[config.mk]
export PLATFORM = sky130hd
export DESIGN_NAME = femto_pipe_flat
export DESIGN_NICKNAME = d
export VERILOG_FILES = /design/src/rtl/femto_pkg.sv /design/src/rtl/femto_pipe_if.sv /design/src/rtl/femto_seg7_dec.sv /design/src/rtl/femto_pipe.sv /design/src/flat_wrapper.sv
export SDC_FILE = /design/constraint.sdc
export NUM_CORES = 1
export LEC_CHECK = 0
export CAP_MARGIN = 20
export CORE_MARGIN = 10
export CORE_UTILIZATION = 35
export CTS_BUF_LIST = sky130_fd_sc_hd__clkbuf_2 sky130_fd_sc_hd__clkbuf_4 sky130_fd_sc_hd__clkbuf_8
export DETAILED_ROUTE_END_ITERATION = 7
export DONT_BUFFER_PORTS = 1
export PLACE_DENSITY = 0.59
export SLEW_MARGIN = 20
export SYNTH_ARGS = -nofsm -noshare
export SYNTH_HDL_FRONTEND = slang
export SYNTH_SLANG_ARGS = --single-unit
export TNS_END_PERCENT = 10
[constraint.sdc]
create_clock -name clk -period 2.5 [get_ports clk]
set_clock_uncertainty 0.05 [all_clocks]
set_input_delay 0.25 -clock clk [delete_from_list [all_inputs] [get_ports clk]]
set_output_delay 0.25 -clock clk [all_outputs]
set_load 0.05 [all_outputs]
[src/rtl/femto_pkg.sv]
// Shared opcodes and instruction-field geometry for the femto_pipe core.
// Field positions are functions of NUMRF so every file agrees on the encoding.
package femto_pkg;

   localparam logic [2:0] OP_NOP = 3'd0;
   localparam logic [2:0] OP_LDI = 3'd1;
   localparam logic [2:0] OP_ADD = 3'd2;
   localparam logic [2:0] OP_SUB = 3'd3;
   localparam logic [2:0] OP_AND = 3'd4;
   localparam logic [2:0] OP_XOR = 3'd5;
   localparam logic [2:0] OP_MOV = 3'd6;
   localparam logic [2:0] OP_OUT = 3'd7;

   localparam int RD_LO = 3;

   function automatic int instr_width(input int numrf);
      return 3 + 2 * numrf;
   endfunction

   function automatic int rd_hi(input int numrf);
      return 2 + numrf;
   endfunction

   function automatic int rs_lo(input int numrf);
      return 3 + numrf;
   endfunction

   function automatic int rs_hi(input int numrf);
      return 2 + 2 * numrf;
   endfunction

   function automatic int ceil_div(input int a, input int b);
      return (a + b - 1) / b;
   endfunction

endpackage

[src/rtl/femto_pipe_if.sv]
// Instruction stream and display/flag outputs of the femto_pipe core.
// master = instruction source / display consumer, slave = the core.
interface femto_pipe_if
   import femto_pkg::*;
#(
   parameter int WIDTH = 8,
   parameter int NUMRF = 2
);
   localparam int INSTR_W = instr_width(NUMRF);
   localparam int DIGITS  = ceil_div(WIDTH, 4);

   logic               instr_valid;
   logic [INSTR_W-1:0] instr;
   logic [6:0]         seg;
   logic [DIGITS-1:0]  digit;
   logic               flag_z;
   logic               flag_c;
   logic               out_valid;

   modport master (
      output instr_valid, instr,
      input  seg, digit, flag_z, flag_c, out_valid
   );

   modport slave (
      input  instr_valid, instr,
      output seg, digit, flag_z, flag_c, out_valid
   );
endinterface

[src/rtl/femto_seg7_dec.sv]
// Combinational hex nibble to 7-segment glyph, bit order gfedcba, active-high.
module femto_seg7_dec (
   input  logic [3:0] nibble,
   output logic [6:0] seg
);
   always_comb begin
      seg = 7'b0000000;
      case (nibble)
         4'h0: seg = 7'b0111111;
         4'h1: seg = 7'b0000110;
         4'h2: seg = 7'b1011011;
         4'h3: seg = 7'b1001111;
         4'h4: seg = 7'b1100110;
         4'h5: seg = 7'b1101101;
         4'h6: seg = 7'b1111101;
         4'h7: seg = 7'b0000111;
         4'h8: seg = 7'b1111111;
         4'h9: seg = 7'b1101111;
         4'ha: seg = 7'b1110111;
         4'hb: seg = 7'b1111100;
         4'hc: seg = 7'b0111001;
         4'hd: seg = 7'b1011110;
         4'he: seg = 7'b1111001;
         4'hf: seg = 7'b1110001;
         default: seg = 7'b0000000;
      endcase
   end
endmodule

[src/rtl/femto_pipe.sv]
// femto_pipe: two-stage register-file core with forwarding, Z/C flags and a
// scanned multi-digit display. FEMTO_SEG7_EN selects glyph vs raw-nibble seg.
module femto_pipe
   import femto_pkg::*;
#(
   parameter int WIDTH = 8,
   parameter int NUMRF = 2,
   parameter int DIV_W = 10
) (
   input  logic        clk,
   input  logic        rst,
   femto_pipe_if.slave bus
);
   localparam int DIGITS = ceil_div(WIDTH, 4);
   localparam int IDX_W  = (DIGITS > 1) ? $clog2(DIGITS) : 1;
   localparam int NREG   = 2 ** NUMRF;
   localparam int RD_HI  = rd_hi(NUMRF);
   localparam int RS_LO  = rs_lo(NUMRF);
   localparam int RS_HI  = rs_hi(NUMRF);

   logic [WIDTH-1:0] rf [NREG];
   logic [WIDTH-1:0] out_reg;
   logic             flag_z, flag_c, out_valid;

   logic             s1_valid;
   logic [2:0]       s1_op;
   logic [NUMRF-1:0] s1_rd, s1_rs;
   logic [WIDTH-1:0] s1_a, s1_b;

   logic [2:0]       op;
   logic [NUMRF-1:0] rd, rs;
   logic [WIDTH-1:0] a_in, b_in;

   logic [WIDTH-1:0] res;
   logic [WIDTH:0]   sum, diff;
   logic             wr_en, flag_wr, out_wr, z_n, c_n;

   logic [DIV_W-1:0]    presc;
   logic [IDX_W-1:0]    idx;
   logic [4*DIGITS-1:0] out_pad;
   logic [3:0]          nibble;
   logic [6:0]          seg_w;

   assign op = bus.instr[2:0];
   assign rd = bus.instr[RD_HI:RD_LO];
   assign rs = bus.instr[RS_HI:RS_LO];

   // Execute/writeback stage operating on the captured stage register.
   always_comb begin
      res     = '0;
      wr_en   = 1'b0;
      flag_wr = 1'b0;
      out_wr  = 1'b0;
      z_n     = flag_z;
      c_n     = flag_c;
      sum     = {1'b0, s1_a} + {1'b0, s1_b};
      diff    = {1'b0, s1_a} - {1'b0, s1_b};
      if (s1_valid) begin
         case (s1_op)
            OP_LDI: begin res = {s1_a[WIDTH-1-NUMRF:0], s1_rs}; wr_en = 1'b1; end
            OP_ADD: begin res = sum[WIDTH-1:0];  c_n = sum[WIDTH];  wr_en = 1'b1; flag_wr = 1'b1; end
            OP_SUB: begin res = diff[WIDTH-1:0]; c_n = diff[WIDTH]; wr_en = 1'b1; flag_wr = 1'b1; end
            OP_AND: begin res = s1_a & s1_b; c_n = 1'b0; wr_en = 1'b1; flag_wr = 1'b1; end
            OP_XOR: begin res = s1_a ^ s1_b; c_n = 1'b0; wr_en = 1'b1; flag_wr = 1'b1; end
            OP_MOV: begin res = s1_b; wr_en = 1'b1; end
            OP_OUT: out_wr = 1'b1;
            default: ;
         endcase
         if (flag_wr)
            z_n = (res == '0);
      end
   end

   // Operand capture forwards the result that commits on the same edge.
   always_comb begin
      a_in = rf[rd];
      b_in = rf[rs];
      if (wr_en && (s1_rd == rd))
         a_in = res;
      if (wr_en && (s1_rd == rs))
         b_in = res;
   end

   always_ff @(posedge clk) begin
      if (rst) begin
         for (int i = 0; i < NREG; i++)
            rf[i] <= '0;
         out_reg   <= '0;
         flag_z    <= 1'b0;
         flag_c    <= 1'b0;
         out_valid <= 1'b0;
         s1_valid  <= 1'b0;
         s1_op     <= OP_NOP;
         s1_rd     <= '0;
         s1_rs     <= '0;
         s1_a      <= '0;
         s1_b      <= '0;
         presc     <= '0;
         idx       <= '0;
      end else begin
         s1_valid <= bus.instr_valid;
         if (bus.instr_valid) begin
            s1_op <= op;
            s1_rd <= rd;
            s1_rs <= rs;
            s1_a  <= a_in;
            s1_b  <= b_in;
         end
         if (wr_en)
            rf[s1_rd] <= res;
         if (flag_wr) begin
            flag_z <= z_n;
            flag_c <= c_n;
         end
         if (out_wr)
            out_reg <= s1_b;
         out_valid <= out_wr;

         presc <= presc + DIV_W'(1);
         if (presc == '1)
            idx <= (idx == IDX_W'(DIGITS - 1)) ? '0 : idx + IDX_W'(1);
      end
   end

   // Nibbles above WIDTH read as zero.
   always_comb begin
      out_pad = '0;
      out_pad[WIDTH-1:0] = out_reg;
   end

   assign nibble = out_pad[4*idx +: 4];

`ifdef FEMTO_SEG7_EN
   femto_seg7_dec u_seg7_dec (
      .nibble (nibble),
      .seg    (seg_w)
   );
`else
   assign seg_w = {3'b000, nibble};
`endif

   assign bus.seg       = seg_w;
   assign bus.digit     = DIGITS'(1) << idx;
   assign bus.flag_z    = flag_z;
   assign bus.flag_c    = flag_c;
   assign bus.out_valid = out_valid;

endmodule

[src/flat_wrapper.sv]
// flat-port wrapper written by rule: the top's interface ports become plain ports
module femto_pipe_flat import femto_pkg::*;
#(
   parameter int WIDTH = 8,
   parameter int NUMRF = 2,
   parameter int DIV_W = 10
)
  (clk, rst, bus_instr_valid, bus_instr, bus_seg, bus_digit, bus_flag_z, bus_flag_c, bus_out_valid);
  femto_pipe_if #(.WIDTH(WIDTH), .NUMRF(NUMRF)) bus_i ();
  input  logic clk;
  input  logic rst;
  input wire logic [$bits(bus_i.instr_valid)-1:0] bus_instr_valid;
  input wire logic [$bits(bus_i.instr)-1:0] bus_instr;
  output wire logic [$bits(bus_i.seg)-1:0] bus_seg;
  output wire logic [$bits(bus_i.digit)-1:0] bus_digit;
  output wire logic [$bits(bus_i.flag_z)-1:0] bus_flag_z;
  output wire logic [$bits(bus_i.flag_c)-1:0] bus_flag_c;
  output wire logic [$bits(bus_i.out_valid)-1:0] bus_out_valid;
  assign bus_i.instr_valid = bus_instr_valid;
  assign bus_i.instr = bus_instr;
  assign bus_seg = bus_i.seg;
  assign bus_digit = bus_i.digit;
  assign bus_flag_z = bus_i.flag_z;
  assign bus_flag_c = bus_i.flag_c;
  assign bus_out_valid = bus_i.out_valid;
  femto_pipe #(.WIDTH(WIDTH), .NUMRF(NUMRF), .DIV_W(DIV_W)) u_core (.clk(clk), .rst(rst), .bus(bus_i));
endmodule
### After elaboration in Yosys (flattened, before gate mapping)

Memories as Yosys holds them, arrays and structs flattened. A register that Yosys moved wholly into a read port is not among the register bits.
Cells that the tools add are included.

| storage, ports and cells | value |
|---|---|
| word-level logic and storage cells | 55 |
| memories kept | 1 |
| bits in writable memories | 32 |
| input bits | 10 |
| output and inout bits | 12 |
| flip-flop bits (word level) | 30 |

Memories:

| name | depth | bits a word | read ports | clocked after Yosys merged registers in | write ports | line | source |
|---|---|---|---|---|---|---|---|
| u_core.rf | 4 | 8 | 2 | 2 | 4 | femto_pipe.sv:21 | `logic [WIDTH-1:0] rf [NREG];` |

| operators by class | value |
|---|---|
| reductions and logical operators | 8 |
| bitwise operators | 2 |
| equal/unequal tests | 8 |
| shift operators | 2 |
| muxes and demuxes | 20 |
| add/subtract/negate cells | 4 |

Operators by type and width:

| kind | count |
|---|---|
| $pmux W8 S6 | 1 |
| $mux W8 | 3 |
| $mux W1 | 14 |
| $eq A3 B3 Y1 const B | 4 |
| $add A10 B1 Y10 const B | 1 |
| $eq A10 B10 Y1 const B | 1 |
| $add A8 B8 Y9 | 1 |
| $sub A8 B8 Y9 | 1 |
| $and A8 B8 Y8 | 1 |
| $logic_not A8 Y1 | 1 |
| $reduce_or A8 Y1 | 1 |
| $shiftx A8 B4 Y4 | 1 |
| $xor A8 B8 Y8 | 1 |
| $eq A3 B2 Y1 const B | 2 |
| $reduce_and A3 Y1 | 2 |
| $reduce_or A6 Y1 | 1 |
| $reduce_or A4 Y1 | 1 |
| $eq A3 B1 Y1 const B | 1 |
| $pmux W1 S3 | 1 |
| $reduce_bool A3 Y1 | 1 |
| $mux W2 | 1 |
| $reduce_or A2 Y1 | 1 |
| $shl A1 B1 Y2 const A | 1 |
| $add A1 B1 Y1 const B | 1 |

### Logic depth before layout (Yosys ltp)

| depth | value |
|---|---|
| depth after elaboration | 9 |
| depth in mapped cells | 11 |
| mapped depth without buffers | 11 |

### Worst setup path before layout

No wires, ideal clock.

| timing path | value |
|---|---|
| path kind | reg-to-reg |
| start | reg u_core.s1_b[0] (read register of u_core.rf) |
| end | reg u_core.flag_z, in the netlist u_core.bus.flag_z |
| buffers on the path | 0 |
| period minus slack after synthesis | 2.779 ns |
| data arrival time | 2.660 ns |
| stages on the path, launching flop included | 11 |
| setup time | 0.069 ns |
| required time | 2.381 ns |
| path slack | -0.279 ns |
| path through | dfxtp_1 > ha_1 > inv_1 > fa_1 > a21o_1 > a2bb2oi_2 > nor3_1 > a311o_1 > or3_1 > or4_1 > o21ai_1 |

| on the way | value |
|---|---|
| cells in the longest elaborated chain, start to end | 4 |
| elaborated cells between the ends (all ways) | 7 |
| those cells by class | 2 x add/sub; 2 x mux; 2 x bitwise; 1 x reduce/logical |

Ends and longest elaborated chain:

| item | line | source |
|---|---|---|
| from (decl) | femto_pipe.sv:28 | `logic [WIDTH-1:0] s1_a, s1_b;` |
| $sub A8 B8 Y9, or another cell as far along | femto_pipe.sv:57 | `diff = {1'b0, s1_a} - {1'b0, s1_b};` |
| $pmux W8 S6 (*) | femto_pipe.sv:59 | `case (s1_op)` |
| $mux W8 (*) | femto_pipe.sv:58 | `if (s1_valid) begin` |
| $logic_not A8 Y1 (*) | femto_pipe.sv:70 | `z_n = (res == '0);` |
| to (signal assigned) | femto_pipe.sv:112 | `flag_z <= z_n;` |
| to (decl) | femto_pipe.sv:23 | `logic flag_z, flag_c, out_valid;` |

Every way passes the cells marked *; elsewhere a longest branch is shown, timed or not. The select of a mux whose other input is x is not followed.
A chain may end at the register's enable or synchronous reset.

### Final worst setup path

| timing path | value |
|---|---|
| start | reg u_core.s1_a[0] (read register of u_core.rf) |
| end | reg u_core.flag_z, in the netlist u_core.bus.flag_z |

| on the way | value |
|---|---|
| cells in the longest elaborated chain, start to end | 4 |
| elaborated cells between the ends (all ways) | 7 |
| those cells by class | 2 x add/sub; 2 x mux; 2 x bitwise; 1 x reduce/logical |

Ends and longest elaborated chain:

| item | line |
|---|---|
| from (decl) | femto_pipe.sv:28 |
| $sub A8 B8 Y9, or another cell as far along | femto_pipe.sv:57 |
| $pmux W8 S6 (*) | femto_pipe.sv:59 |
| $mux W8 (*) | femto_pipe.sv:58 |
| $logic_not A8 Y1 (*) | femto_pipe.sv:70 |

Marks and branches as above.

==> summary.md <==
| Metric | Value |
|---|---|
| Outcome | `finished with violations` |
| Violated checks | `negative setup slack` |
| Final Cycle Share | `106.2%` |
| Pin count of the biggest net entering global routing | `46` |
| CP Max Fanout | `4` |
| Drt via density | `5.350` |
| Die Wd | `136.9 um` |
| Clock-pin slew on the worst setup and hold paths | `0.08 ns` |
| Dpl hpwl | `9612 um` |
| Core region area | `13300 um^2` |
| R2R cell count | `11` |
| IO Port Bufs | `0` |
| Routed WL | `13090 um` |
| Vias in the first global route | `4038` |
| First-pass GRT wire length | `21170 um` |
| Cts bufs inserted | `9` |
| CTS tree | `done` |
| Reg2reg end | `u_core.bus.flag_z` |
| Die Span Y | `136.9 um` |
| Post-synthesis sequential area ratio | `39.35%` |
| Sink Count | `78` |
| Drt drc | `0` |
| Fin cells | `769` |
| Pins over their slew limit | `0` |
| Placer Congestion | `0.9237` |
| Startpoint Class | `flip-flop` |
| Flop-to-flop setup slack | `-0.16 ns` |
| Max Clk Rate | `376.6 MHz` |
| Total grt overflow | `0` |
| Rows | `42` |
| Initial Utilization | `35.97%` |
| Clock Tree Root | `clkbuf_8` |
| Mean Syn Cell Area | `9.161 um^2` |
| Share of layout cells above drive strength 1 | `27.66%` |
| Area growth, synth to finish | `25.20%` |
| Hold Path Class | `in -> reg` |
| Dpl cells | `738` |
| Tot GR Track Use | `14.40%` |
| WHS Endpoint | `u_core.s1_op[1]` |
| Ys Warns | `0` |
| # setup viols final | `9` |
| CP required | `2.75 ns` |
| Critical path type | `reg -> reg` |
| WHS | `0.01024 ns` |
| Static leakage | `2.372 nW` |
| Worst VDD drop | `0.3882 mV` |
| Asr flop ratio synth | `0%` |
| Worst-skew pair later-pin latency | `0.37 ns` |
| Total chip power | `3.155 mW` |
| Full die area | `18740 um^2` |
| Initial antenna violation count | `0` |
| Io pins | `22` |
| Fin. Hold Viols | `0` |
| Crit. End Element | `flip-flop` |
| Fin crit period | `2.655 ns` |
| Antenna Cells | `0` |
| Nets | `618` |
| Initial DRC Count | `318` |
| Per-cell routed wire length | `17.02 um` |
| Number of flops mapped to enable cells by yosys | `32` |
| Synth cell types | `60` |
| RSZ-0062 raised after global routing | `true` |
| RR Startpoint | `u_core.s1_a[0]` |
| Slew @ Worst Pin | `1.049 ns` |
| Via Count | `4114` |
| Htree depth | `3` |
| Slew HR | `29.86%` |
| Yosys reg bits | `78` |
| Cell count after synthesis | `522` |
| Critical Path AT | `2.90 ns` |
| Maximum clock path buffer count | `2` |
| Hold_sp | `bus_instr[1]` |
| Max-cap violations | `0` |
| P per Cell Area | `526.9 nW/um^2` |
| DRT Pass-1 Iters | `4` |
| PnR worst setup slack | `-0.1553 ns` |
| Mapped Area | `4782 um^2` |
| Synth Flop Type | `dfxtp_1` |
| Hold depth | `2` |
| Post-DRT Antenna Nets | `0` |
==> cell type report <==
type | count | area (um^2)
fill | 1283 | 7308
inverter | 23 | 88.84
clock buffer | 10 | 131.4
sequential | 78 | 1891
multi-input combinational | 383 | 2778
clock inverter | 6 | 93.84
tap | 176 | 220.2
timing repair buffer | 93 | 784.5
==> registers in the layout, indices dropped and copies added (netlist names), 2 cells and up <==
register        count
u_core.out_pad      8
u_core.presc       10
u_core.rf          32
u_core.s1_a         8
u_core.s1_b         8
u_core.s1_op        3
u_core.s1_rd        2
u_core.s1_rs        2
==> through the flow <==
| step | utilization, % | setup TNS (ns) | setup WS, ns | area (um^2) |
|---|---|---|---|---|
| 4_1_cts | 44.36 | -0.6413 | -0.1796 | 5898 |
| 5_1_grt | 45.03 | -3.362 | -0.2663 | 5987 |
| 6_report | 45.03 | -0.6701 | -0.1553 | 5987 |
| 3_3_place_gp | 41.27 | -1.070 | -0.3244 | 5487 |
| 3_5_place_dp | 41.27 | -1.285 | -0.2419 | 5487 |
| 2_1_floorplan | - | -0.1134 | -0.03741 | 4813 |
==> synth_stat cells (all sizes together), types with 7 or more instances <==
library cell  instances  area (um^2)
clkbuf               21        80.07
ha                   18        225.2
nand3                11        55.05
o211ai                7        57.55
a311oi               10        87.58
mux4                 16        360.4
nand2b               12        75.07
o21ai                20        100.1
a21oi                20        100.1
nor2b                 8        50.05
nor2                 76        285.3
nor3                 16        80.08
mux2i                12        120.1
mux2                  7        82.57
inv                  23        86.33
edfxtp               32        960.9
buf                  19        102.6
dfxtp                46        920.9
o211a                 7        70.07
nand2                57        214.0
xor2                  9        78.83
==> what timing repair did <==
action,4_1_cts,5_1_grt
endpoints found under the setup margin,22,54
buffers inserted,4,2
pin swaps,12,4
hold buffers,9,0
resized for setup,12,25
hold endpoints to repair,45,0
==> worst max path at each step <==
stage                              endpoint  slack (ns)            from
final                     u_core.bus.flag_z       -0.16  u_core.s1_a[0]
after global routing      u_core.bus.flag_z       -0.27  u_core.s1_a[0]
after CTS                 u_core.bus.flag_z       -0.18  u_core.s1_a[0]
after detailed placement  u_core.bus.flag_z       -0.24  u_core.s1_a[0]
after global placement    u_core.bus.flag_z       -0.32  u_core.s1_b[0]
after floorplan              u_core.s1_a[6]       -0.04  u_core.s1_a[0]
==> layout by cell type (no fill, tap or decap), types with 5 or more instances in the layout <==
cell type	synthesis	routed
buf_4	4	79
nor2_1	76	74
nand2_1	57	57
dfxtp_1	46	41
edfxtp_1	32	32
inv_1	23	21
a21oi_1	20	18
mux4_2	16	16
ha_1	18	15
o21ai_0	18	14
nor3_1	16	13
nand2b_1	12	11
nand3_1	11	11
mux2i_1	12	11
xor2_1	9	9
clkbuf_8	0	9
nor2b_1	8	8
a311oi_1	10	8
dlygate4sd3_1	0	8
o211a_1	7	7
mux2_2	6	6
nand3b_1	6	6
o211ai_1	6	6
and3_1	5	5
buf_12	0	5
==> worst max-delay path, cell delays in order (launching register included) <==
cell and delay (ns):
dfxtp_4 0.37, inv_4 0.06, ha_4 0.12, inv_2 0.03, fa_2 0.38, a21o_1 0.20, a2bb2oi_2 0.16, nor3_1 0.07
a311o_1 0.29, or3_1 0.34, or4_1 0.40, o21ai_1 0.12
==> per-layer routing <==
metal	wire length, um	GRT usage (%)
met5	0	0
met4	300	5.796
met3	628	2.529
met2	6286	23.99
met1	5876	18.05
==> cells by family after synthesis <==
family,count (synthesis),share of synthesized area (%)
flops,78,39.35
mux,35,11.77
other cells,1,0.07842
fa+ha+maj,20,5.547
xor+xnor,13,2.381
simple gates,211,20.33
compound gates,101,14.91
buf+inv,63,5.625
==> power breakdown <==
group          total (mW)  internal (mW)  switching [mW]
Sequential           1.43           1.37          0.0522
Combinational       0.653          0.325           0.328
Clock                1.08          0.582           0.493
Total                3.15           2.28           0.874
No activity file was read; power rests on OpenSTA's default activity.
